**config.mk**
```make
export PLATFORM = sky130hd
export DESIGN_NAME = projectile_pool_flat
export DESIGN_NICKNAME = d
export VERILOG_FILES = /design/src/rtl/projectile_pool_pkg.sv /design/src/rtl/projectile_pool_if.sv /design/src/rtl/projectile_pool_slot_alloc.sv /design/src/rtl/projectile_pool.sv /design/src/flat_wrapper.sv
export SDC_FILE = /design/constraint.sdc
export NUM_CORES = 1
export LEC_CHECK = 0
export BUFFER_PORTS_ARGS = -buffer_cell sky130_fd_sc_hd__buf_4
export CAP_MARGIN = 40
export CORE_AREA = 2 2 159 122
export DETAILED_ROUTE_END_ITERATION = 10
export DIE_AREA = 0 0 161 124
export MAX_ROUTING_LAYER = met4
export PLACE_DENSITY = 0.79
export SLEW_MARGIN = 20
export SYNTH_ARGS = -nofsm -noshare
export SYNTH_HDL_FRONTEND = slang
export SYNTH_SLANG_ARGS = --single-unit
```
**constraint.sdc**
```tcl
create_clock -name clk25 -period 3.4 [get_ports clk25]
set_input_delay 0.34 -clock clk25 [delete_from_list [all_inputs] [get_ports clk25]]
set_output_delay 0.34 -clock clk25 [all_outputs]
set_load 0.005 [all_outputs]
```
**src/rtl/projectile_pool_pkg.sv**
```systemverilog
// rtl/projectile_pool_pkg.sv - shared screen constants, direction encoding and popcount helper for the projectile pool
package projectile_pool_pkg;

    localparam int PP_COORD_W = 10;
    localparam int SCREEN_H   = 480;

    typedef enum logic {
        DIR_UP = 1'b0,
        DIR_DN = 1'b1
    } dir_e;

    function automatic int popcount32(input logic [31:0] v);
        int n;
        n = 0;
        for (int i = 0; i < 32; i++) begin
            n = n + int'(v[i]);
        end
        return n;
    endfunction

endpackage

```
**src/rtl/projectile_pool_if.sv**
```systemverilog
// rtl/projectile_pool_if.sv - fire/spawn/hit inputs and flat coordinate outputs of the projectile pool
interface projectile_pool_if
    import projectile_pool_pkg::*;
#(
    parameter int SLOTS   = 8,
    parameter int COORD_W = PP_COORD_W
);
    localparam int CNT_W = $clog2(SLOTS + 1);

    logic                       fire;
    logic [COORD_W-1:0]         spawn_x;
    logic [COORD_W-1:0]         spawn_y;
    logic [SLOTS-1:0]           hit;
    logic [COORD_W*SLOTS-1:0]   proj_x_flat;
    logic [COORD_W*SLOTS-1:0]   proj_y_flat;
    logic [SLOTS-1:0]           proj_active;
    logic                       fire_accepted;
    logic                       fire_dropped;
    logic [CNT_W-1:0]           active_count;

    modport master (
        output fire, spawn_x, spawn_y, hit,
        input  proj_x_flat, proj_y_flat, proj_active, fire_accepted, fire_dropped, active_count
    );

    modport slave (
        input  fire, spawn_x, spawn_y, hit,
        output proj_x_flat, proj_y_flat, proj_active, fire_accepted, fire_dropped, active_count
    );

endinterface

```
**src/rtl/projectile_pool_slot_alloc.sv**
```systemverilog
// rtl/projectile_pool_slot_alloc.sv - lowest-free-slot priority encoder, one-hot grant
module projectile_pool_slot_alloc #(
    parameter int N = 8
) (
    input  logic [N-1:0] busy_i,
    output logic [N-1:0] grant_o,
    output logic         found_o
);

    always_comb begin
        grant_o = '0;
        for (int i = 0; i < N; i++) begin
            if (!busy_i[i] && (grant_o == '0)) begin
                grant_o[i] = 1'b1;
            end
        end
        found_o = |grant_o;
    end

endmodule

```
**src/rtl/projectile_pool.sv**
```systemverilog
// rtl/projectile_pool.sv - fixed-slot projectile pool: spawn on fire, move on tick, retire on edge or hit
// Optional: PROJ_AUTOFIRE_EN turns the fire request from rising-edge into level-sensitive autofire.
module projectile_pool
    import projectile_pool_pkg::*;
#(
    parameter int SLOTS          = 8,
    parameter int COORD_W        = PP_COORD_W,
    parameter int TICK_DIV       = 65536,
    parameter int STEP           = 1,
    parameter int DIR_DOWN       = 0,
    parameter int Y_MAX          = SCREEN_H - 1,
    parameter int X_OFFSET       = 12,
    parameter int COOLDOWN_TICKS = 8
) (
    input  logic             clk25,
    input  logic             rst_n,
    input  logic             enable,
    projectile_pool_if.slave pif
);

    localparam int   TICK_W  = $clog2(TICK_DIV);
    localparam int   CD_W    = (COOLDOWN_TICKS > 0) ? $clog2(COOLDOWN_TICKS + 1) : 1;
    localparam int   CNT_W   = $clog2(SLOTS + 1);
    localparam int   Y_LIMIT = Y_MAX - STEP;
    localparam dir_e DIR     = (DIR_DOWN != 0) ? DIR_DN : DIR_UP;
    localparam logic [COORD_W-1:0] STEP_C = COORD_W'(STEP);
    localparam logic [COORD_W-1:0] XOFF_C = COORD_W'(X_OFFSET);

    logic [TICK_W-1:0] tick_cnt_q, tick_cnt_d;
    logic [CD_W-1:0]   cd_q, cd_d;
    logic              prev_fire_q;
    logic              acc_q, drop_q;
    logic              tick, req, accept, found;
    logic [SLOTS-1:0]  active, grant;

    assign tick = enable && (tick_cnt_q == TICK_W'(TICK_DIV - 1));

`ifdef PROJ_AUTOFIRE_EN
    assign req = pif.fire && enable && (cd_q == '0);
`else
    assign req = pif.fire && !prev_fire_q && enable && (cd_q == '0);
`endif

    // Allocation looks only at registered occupancy, so a slot freed this cycle waits a cycle.
    projectile_pool_slot_alloc #(.N(SLOTS)) u_alloc (
        .busy_i  (active),
        .grant_o (grant),
        .found_o (found)
    );

    assign accept = req && found;

    always_comb begin
        tick_cnt_d = tick_cnt_q;
        cd_d       = cd_q;
        if (enable) begin
            tick_cnt_d = tick ? '0 : tick_cnt_q + TICK_W'(1);
        end
        if (accept) begin
            cd_d = CD_W'(COOLDOWN_TICKS);
        end else if (tick && (cd_q != '0)) begin
            cd_d = cd_q - CD_W'(1);
        end
    end

    always_ff @(posedge clk25 or negedge rst_n) begin
        if (!rst_n) begin
            tick_cnt_q  <= '0;
            cd_q        <= '0;
            prev_fire_q <= 1'b0;
            acc_q       <= 1'b0;
            drop_q      <= 1'b0;
        end else begin
            tick_cnt_q  <= tick_cnt_d;
            cd_q        <= cd_d;
            prev_fire_q <= pif.fire;
            acc_q       <= accept;
            drop_q      <= req && !found;
        end
    end

    for (genvar i = 0; i < SLOTS; i++) begin : g_slot
        logic               act_q, act_d;
        logic [COORD_W-1:0] x_q, x_d, y_q, y_d;

        // Hit beats spawn beats movement; a hit only matters on an occupied slot.
        always_comb begin
            act_d = act_q;
            x_d   = x_q;
            y_d   = y_q;
            if (pif.hit[i] && act_q) begin
                act_d = 1'b0;
            end else if (accept && grant[i]) begin
                act_d = 1'b1;
                x_d   = pif.spawn_x + XOFF_C;
                y_d   = pif.spawn_y;
            end else if (act_q && tick) begin
                if (DIR == DIR_DN) begin
                    if (int'(y_q) > Y_LIMIT) act_d = 1'b0;
                    else                     y_d   = y_q + STEP_C;
                end else begin
                    if (y_q < STEP_C) act_d = 1'b0;
                    else              y_d   = y_q - STEP_C;
                end
            end
        end

        always_ff @(posedge clk25 or negedge rst_n) begin
            if (!rst_n) begin
                act_q <= 1'b0;
                x_q   <= '0;
                y_q   <= '0;
            end else begin
                act_q <= act_d;
                x_q   <= x_d;
                y_q   <= y_d;
            end
        end

        assign active[i]                               = act_q;
        assign pif.proj_x_flat[i*COORD_W +: COORD_W] = x_q;
        assign pif.proj_y_flat[i*COORD_W +: COORD_W] = y_q;
    end

    assign pif.proj_active   = active;
    assign pif.fire_accepted = acc_q;
    assign pif.fire_dropped  = drop_q;
    assign pif.active_count  = CNT_W'(popcount32(32'(active)));

endmodule

```
**src/flat_wrapper.sv**
```systemverilog
// flat-port wrapper written by rule: the top's interface ports become plain ports
module projectile_pool_flat import projectile_pool_pkg::*;
#(
    parameter int SLOTS          = 8,
    parameter int COORD_W        = PP_COORD_W,
    parameter int TICK_DIV       = 65536,
    parameter int STEP           = 1,
    parameter int DIR_DOWN       = 0,
    parameter int Y_MAX          = SCREEN_H - 1,
    parameter int X_OFFSET       = 12,
    parameter int COOLDOWN_TICKS = 8
)
  (clk25, rst_n, enable, pif_fire, pif_spawn_x, pif_spawn_y, pif_hit, pif_proj_x_flat, pif_proj_y_flat, pif_proj_active, pif_fire_accepted, pif_fire_dropped, pif_active_count);
  projectile_pool_if #(.SLOTS(SLOTS), .COORD_W(COORD_W)) pif_i ();
  input  logic clk25;
  input  logic rst_n;
  input  logic enable;
  input wire logic [$bits(pif_i.fire)-1:0] pif_fire;
  input wire logic [$bits(pif_i.spawn_x)-1:0] pif_spawn_x;
  input wire logic [$bits(pif_i.spawn_y)-1:0] pif_spawn_y;
  input wire logic [$bits(pif_i.hit)-1:0] pif_hit;
  output wire logic [$bits(pif_i.proj_x_flat)-1:0] pif_proj_x_flat;
  output wire logic [$bits(pif_i.proj_y_flat)-1:0] pif_proj_y_flat;
  output wire logic [$bits(pif_i.proj_active)-1:0] pif_proj_active;
  output wire logic [$bits(pif_i.fire_accepted)-1:0] pif_fire_accepted;
  output wire logic [$bits(pif_i.fire_dropped)-1:0] pif_fire_dropped;
  output wire logic [$bits(pif_i.active_count)-1:0] pif_active_count;
  assign pif_i.fire = pif_fire;
  assign pif_i.spawn_x = pif_spawn_x;
  assign pif_i.spawn_y = pif_spawn_y;
  assign pif_i.hit = pif_hit;
  assign pif_proj_x_flat = pif_i.proj_x_flat;
  assign pif_proj_y_flat = pif_i.proj_y_flat;
  assign pif_proj_active = pif_i.proj_active;
  assign pif_fire_accepted = pif_i.fire_accepted;
  assign pif_fire_dropped = pif_i.fire_dropped;
  assign pif_active_count = pif_i.active_count;
  projectile_pool #(.SLOTS(SLOTS), .COORD_W(COORD_W), .TICK_DIV(TICK_DIV), .STEP(STEP), .DIR_DOWN(DIR_DOWN), .Y_MAX(Y_MAX), .X_OFFSET(X_OFFSET), .COOLDOWN_TICKS(COOLDOWN_TICKS)) u_core (.clk25(clk25), .rst_n(rst_n), .enable(enable), .pif(pif_i));
endmodule
```
Yosys cells after proc, flatten, opt, wreduce, memory -nomap -nowiden

Cells that the tools add are included.
W data, S select, Z words.

Bits in registers: 191
Latch bits: 0
RAM bits: 0
ROM bits: 0
Input port bits: 32
Output and inout bits: 174
Logic and storage cells: 244
Memories: 0

$add $sub $neg: 18
Multiply operators: 0
Divide/modulo/power cells: 0
Magnitude comparators: 8
Eq/ne operators: 9
Shift operators: 0
Muxes and demuxes: 67
Bitwise gates (word level): 8
Reductions and logical operators: 105

Operators by type and width:

| operator                | number |
|---|---|
| $mux W10                | 24 |
| $lt A10 B1 Y1 const B   | 8 |
| $sub A10 B1 Y10 const B | 8 |
| $reduce_bool A3 Y1      | 16 |
| $mux W1                 | 40 |
| $logic_and A1 B1 Y1     | 38 |
| $reduce_and A2 Y1       | 16 |
| $add A4 B2 Y4           | 6 |
| $reduce_and A3 Y1       | 8 |
| $reduce_bool A2 Y1      | 9 |
| $add A16 B1 Y16 const B | 1 |
| $eq A16 B16 Y1 const B  | 1 |
| $mux W16                | 1 |
| $ne A2 B1 Y1 const B    | 8 |
| $add A10 B4 Y10 const B | 1 |
| $logic_not A1 Y1        | 9 |
| $logic_not A4 Y1        | 2 |
| $mux W4                 | 2 |
| $not A1 Y1              | 8 |
| $reduce_or A8 Y1        | 1 |
| $logic_not A7 Y1        | 1 |
| $logic_not A6 Y1        | 1 |
| $logic_not A5 Y1        | 1 |
| $reduce_bool A4 Y1      | 1 |
| 4 further kinds         | 4 |

Longest topological paths before layout

Depth after elaboration: 26
Mapped depth: 10
Mapped depth without buffers: 9

By module

A second synthesis with hierarchy kept.

Cell total of the unflattened synthesis: 1,114
Area total of the unflattened synthesis: 9,947.0 µm²

Modules (own cells, without submodules):

| module                     | times used | cells each | area an instance (µm²) | sequential area each (µm²) |
|---|---|---|---|---|
| projectile_pool            | 1          | 1,101      | 9,873.2                | 4,779.6 |
| projectile_pool_slot_alloc | 1          | 13         | 73.8                   | 0.0 |

Worst setup path before layout

Ideal clock, no wire load.

Path kind: register to output
Start point: register u_core.g_slot[1].act_q
End point: output pif_active_count[1]
Data arrival time: 2,656 ps
Required time: 3,060 ps
Setup slack: 404 ps
Stages on the path, launching flop included: 10
Buffers on the path: 0
Path through: dfrtp_1 > inv_1 > ha_1 > fa_1 > fa_1 > inv_1 > fa_1 > inv_1 > fa_1 > inv_1

Longest elaborated chain between the ends: 7

Ends and longest elaborated chain:

| element                     | line                      | source |
|---|---|---|
| start, declared             | projectile_pool.sv:83     | `logic act_q, act_d;` |
| start signal, assigned      | projectile_pool.sv:114    | `act_q <= act_d;` |
| $add A1 B1 Y2               | projectile_pool_pkg.sv:16 | `n = n + int'(v[i]);` |
| $add A4 B2 Y4 (6 in series) | projectile_pool_pkg.sv:16 |  |
| end, declared               | flat_wrapper.sv:27        | `output wire logic [$bits(pif_i.active_count)-1:0] pif_active_count;` |

No other way between the ends.

Final worst setup path

Start point: register u_core.g_slot[0].act_q
End point: output pif_active_count[1]

Longest elaborated chain between the ends: 7

Ends and longest elaborated chain:

| element                     | line |
|---|---|
| start, declared             | projectile_pool.sv:83 |
| start signal, assigned      | projectile_pool.sv:114 |
| $add A1 B1 Y2               | projectile_pool_pkg.sv:16 |
| $add A4 B2 Y4 (6 in series) | projectile_pool_pkg.sv:16 |

No other way between the ends.

==> results.json <==
{
  "dieWidth_um": 161,
  "clk_pin_slew_ps": 80,
  "std_cell_rows": 43,
  "cts_tree": "yes",
  "yosysMostFrequentCell": "nand2_1",
  "port_buffers": 205,
  "cp_common_cell": "fa_1",
  "cts.sinks": 191,
  "avgViaCountPerCell": 6.03,
  "period_share_pct": 101,
  "postSynthAreaPerCell_um2": 9.10,
  "status": "complete, but fails checks",
  "wl_per_cell_um": 19.5,
  "place_hpwl_mm": 21.3,
  "crit_path_cell_trace": "ha_4, fa_1, fa_1, inv_1, fa_2, inv_2, fa_1, inv_1, buf_4",
  "synth_commonest_cells": "192 x nand2_1, 191 x dfrtp_1, 96 x o21ai_0",
  "layout-drive-gt1-share_pct": 22.7,
  "core_area_um2": 18300,
  "synthArstFlopShare_pct": 100,
  "synth_cell_types": 74,
  "synth-edff-count": 0,
  "grt_busiest_layer": "met1",
  "met2_usage_pct": 44.2,
  "drc_errors": 0,
  "utilization_pct": 67.5,
  "slowest_delay_ps": 500,
  "synth_top_cell_by_area": "dfrtp_1",
  "synthTopCellsByArea": "dfrtp_1 48%, nand2_1 7.2%, o21ai_0 4.8%, nor2_1 2.3%, xnor2_1 2.2%",
  "stdcell_count": 1536,
  "ir_drop_mv": 0.368,
  "grt_pass1_vias": 8452,
  "syn_nets": 1145,
  "ys.flop_type": "dfrtp_1",
  "synth_area_um2": 9940,
  "dpl.cell_count": 1500,
  "numCtsBuffers": 17,
  "cp_top_family": "adder cells",
  "finalMaxSlewViolations": 0,
  "cp.required_ps": 3060,
  "setup_viol": 1,
  "crit_arrival_ps": 3080,
  "cts_setup_buffers": 0,
  "p_leak_nw": 5.83,
  "vias": 9265,
  "slew_headroom_pct": 43.1,
  "synth_warnings": 0,
  "antenna_cells": 0,
  "wirelength_mm": 30.0,
  "powerDensity_nw_per_um2": 462,
  "clk_latency_ps": 450,
  "failed_checks": "negative setup slack",
  "drt_iter0_drc": 722,
  "syn-instance-count": 1093,
  "dieArea_um2": 20000,
  "critPathMaxFanout": 2,
  "cp_slowest_cell": "fa_1",
  "h-tree-depth": 4,
  "fin_ws_ps": -22.2,
  "maxCapViolCount": 0,
  "grtUsageTotal_pct": 31.1,
  "io_pins": 206,
  "grt_use_met1_pct": 44.4,
  "rsz0062_at_grt": "yes",
  "area_growth_pct": 24.3,
  "hp-class": "primary input to flip-flop",
  "grt_pass1_wl_mm": 46.1,
  "tightestPinTransition_ps": 848,
  "dieHeight_um": 124,
  "initial_core_util_pct": 54.4,
  "yosysSeqAreaShare_pct": 48.1,
  "use_met3_pct": 7.53,
  "fin_crit_ps": 3420,
  "start_kind": "flip-flop",
  "end_kind": "output pin",
  "gp_congestion": 0.935,
  "max_freq_ghz": 0.292,
  "grt-ovfl-total": 0,
  "final-hold-violation-count": 0,
  "drt_first_pass_iters": 5,
  "clockRootBuffer": "clkbuf_16",
  "cp_num_buf_inv": 4,
  "ys_ff_latch": 191,
  "fin_nets": 1328,
  "cts_buffer_depth": 2,
  "worst-setup-path-type": "flip-flop to output pin",
  "clock_skew_ps": 14.7,
  "antenna_found_initial": 0,
  "grt_max_degree": 92,
  "synth_top_area_share_pct": 48.1,
  "drtAntennaViolNets": 0
}
[state kept, by name (all words and copies together), names as in the netlist]
| register | cells |
|---|---|
| u_core.g_slot.x_q | 80 |
| u_core.g_slot.y_q | 80 |
| u_core.tick_cnt_q | 16 |
| u_core.g_slot.act_q | 8 |
| u_core.cd_q | 4 |
| u_core.pif.fire_accepted | 1 |
| u_core.pif.fire_dropped | 1 |
| u_core.prev_fire_q | 1 |
[area by class of cell]
| type | instances | area, um2 |
|---|---|---|
| multi-input combinational | 790 | 4710 |
| sequential | 191 | 4780 |
| clock buffer | 17 | 425 |
| timing repair buffer | 235 | 1780 |
| fill | 1482 | 5940 |
| inverter | 41 | 154 |
| tap | 247 | 309 |
| clock inverter | 15 | 196 |
[worst paths after layout]
| check | from | endpoint | slack (ps) | cells after the start |
|---|---|---|---|---|
| hold / removal | pif_fire | u_core.prev_fire_q | 50 | 1 |
| hold reg to reg | u_core.g_slot[7].x_q[8] | u_core.g_slot[7].x_q[8] | 480 | 2 |
| min in group asynchronous | rst_n | u_core.g_slot[7].y_q[0] | 530 | 2 |
| setup reg to reg | u_core.tick_cnt_q[10] | u_core.g_slot[1].y_q[0] | 620 | 5 |
| setup / recovery | u_core.g_slot[0].act_q | pif_active_count[1] | -20 | 9 |
| max in group asynchronous | rst_n | u_core.g_slot[4].y_q[2] | 2040 | 3 |
[metal layers]
layer,share of wire [%],wire (um),vias up
li1,-,-,4246
met1,44,13300,4514
met2,44,13100,453
met3,9.8,2940,52
met4,2.1,637,0
met5,0,0,-
[where the power goes]
| part | leakage (nW) | internal (W) | switching (W) |
|---|---|---|---|
| logic | 2.96 | 0.000437 | 0.000465 |
| registers | 2.58 | 0.00246 | 0.000216 |
| clock network | 0.298 | 0.00113 | 0.00100 |
[kinds of logic after synthesis]
| logic type | synth area share, % |
|---|---|
| xor+xnor | 4.23 |
| fa+ha+maj | 2.82 |
| simple gates | 25.3 |
| mux | 1.88 |
| compound gates | 12.9 |
| flops | 48.1 |
| buf+inv | 4.82 |
[per-stage QoR]
| stage | setup WS (ps) | TNS (ps) | power [W] | hold WS, ps | area, um2 |
|---|---|---|---|---|---|
| 2_1_floorplan | 404 | 0 | 0.00310 | 44.4 | 9940 |
| 3_3_place_gp | 361 | 0 | 0.00357 | 460 | 11700 |
| 3_5_place_dp | 343 | 0 | 0.00360 | 461 | 11700 |
| 4_1_cts | -62.2 | -62.2 | 0.00571 | 39.7 | 12300 |
| 5_1_grt | -149 | -235 | 0.00594 | 35.5 | 12400 |
| 6_report | -22.2 | -22.2 | 0.00571 | 48.1 | 12400 |
[timing repair]
item,in CTS,in global routing
endpoints found under the hold margin,31,0
setup endpoints to repair,2,2
pin swaps,2,1
resized for setup,4,0
hold buffers,1,0
[layout by cell type, fill, tap and decap left out, drive strengths merged, types with 13 or more instances in the layout]
| cell type | count |
|---|---|
| xnor2 | 25 |
| nor4 | 33 |
| o21ai | 111 |
| clkbuf | 19 |
| mux2i | 13 |
| a21oi | 33 |
| xor2 | 23 |
| nand3 | 40 |
| nor2 | 62 |
| buf | 232 |
| inv | 48 |
| dfrtp | 191 |
| nor3 | 31 |
| nand4 | 31 |
| or3 | 17 |
| ha | 16 |
| nand2 | 192 |
(Power assumes the default switching activity.)
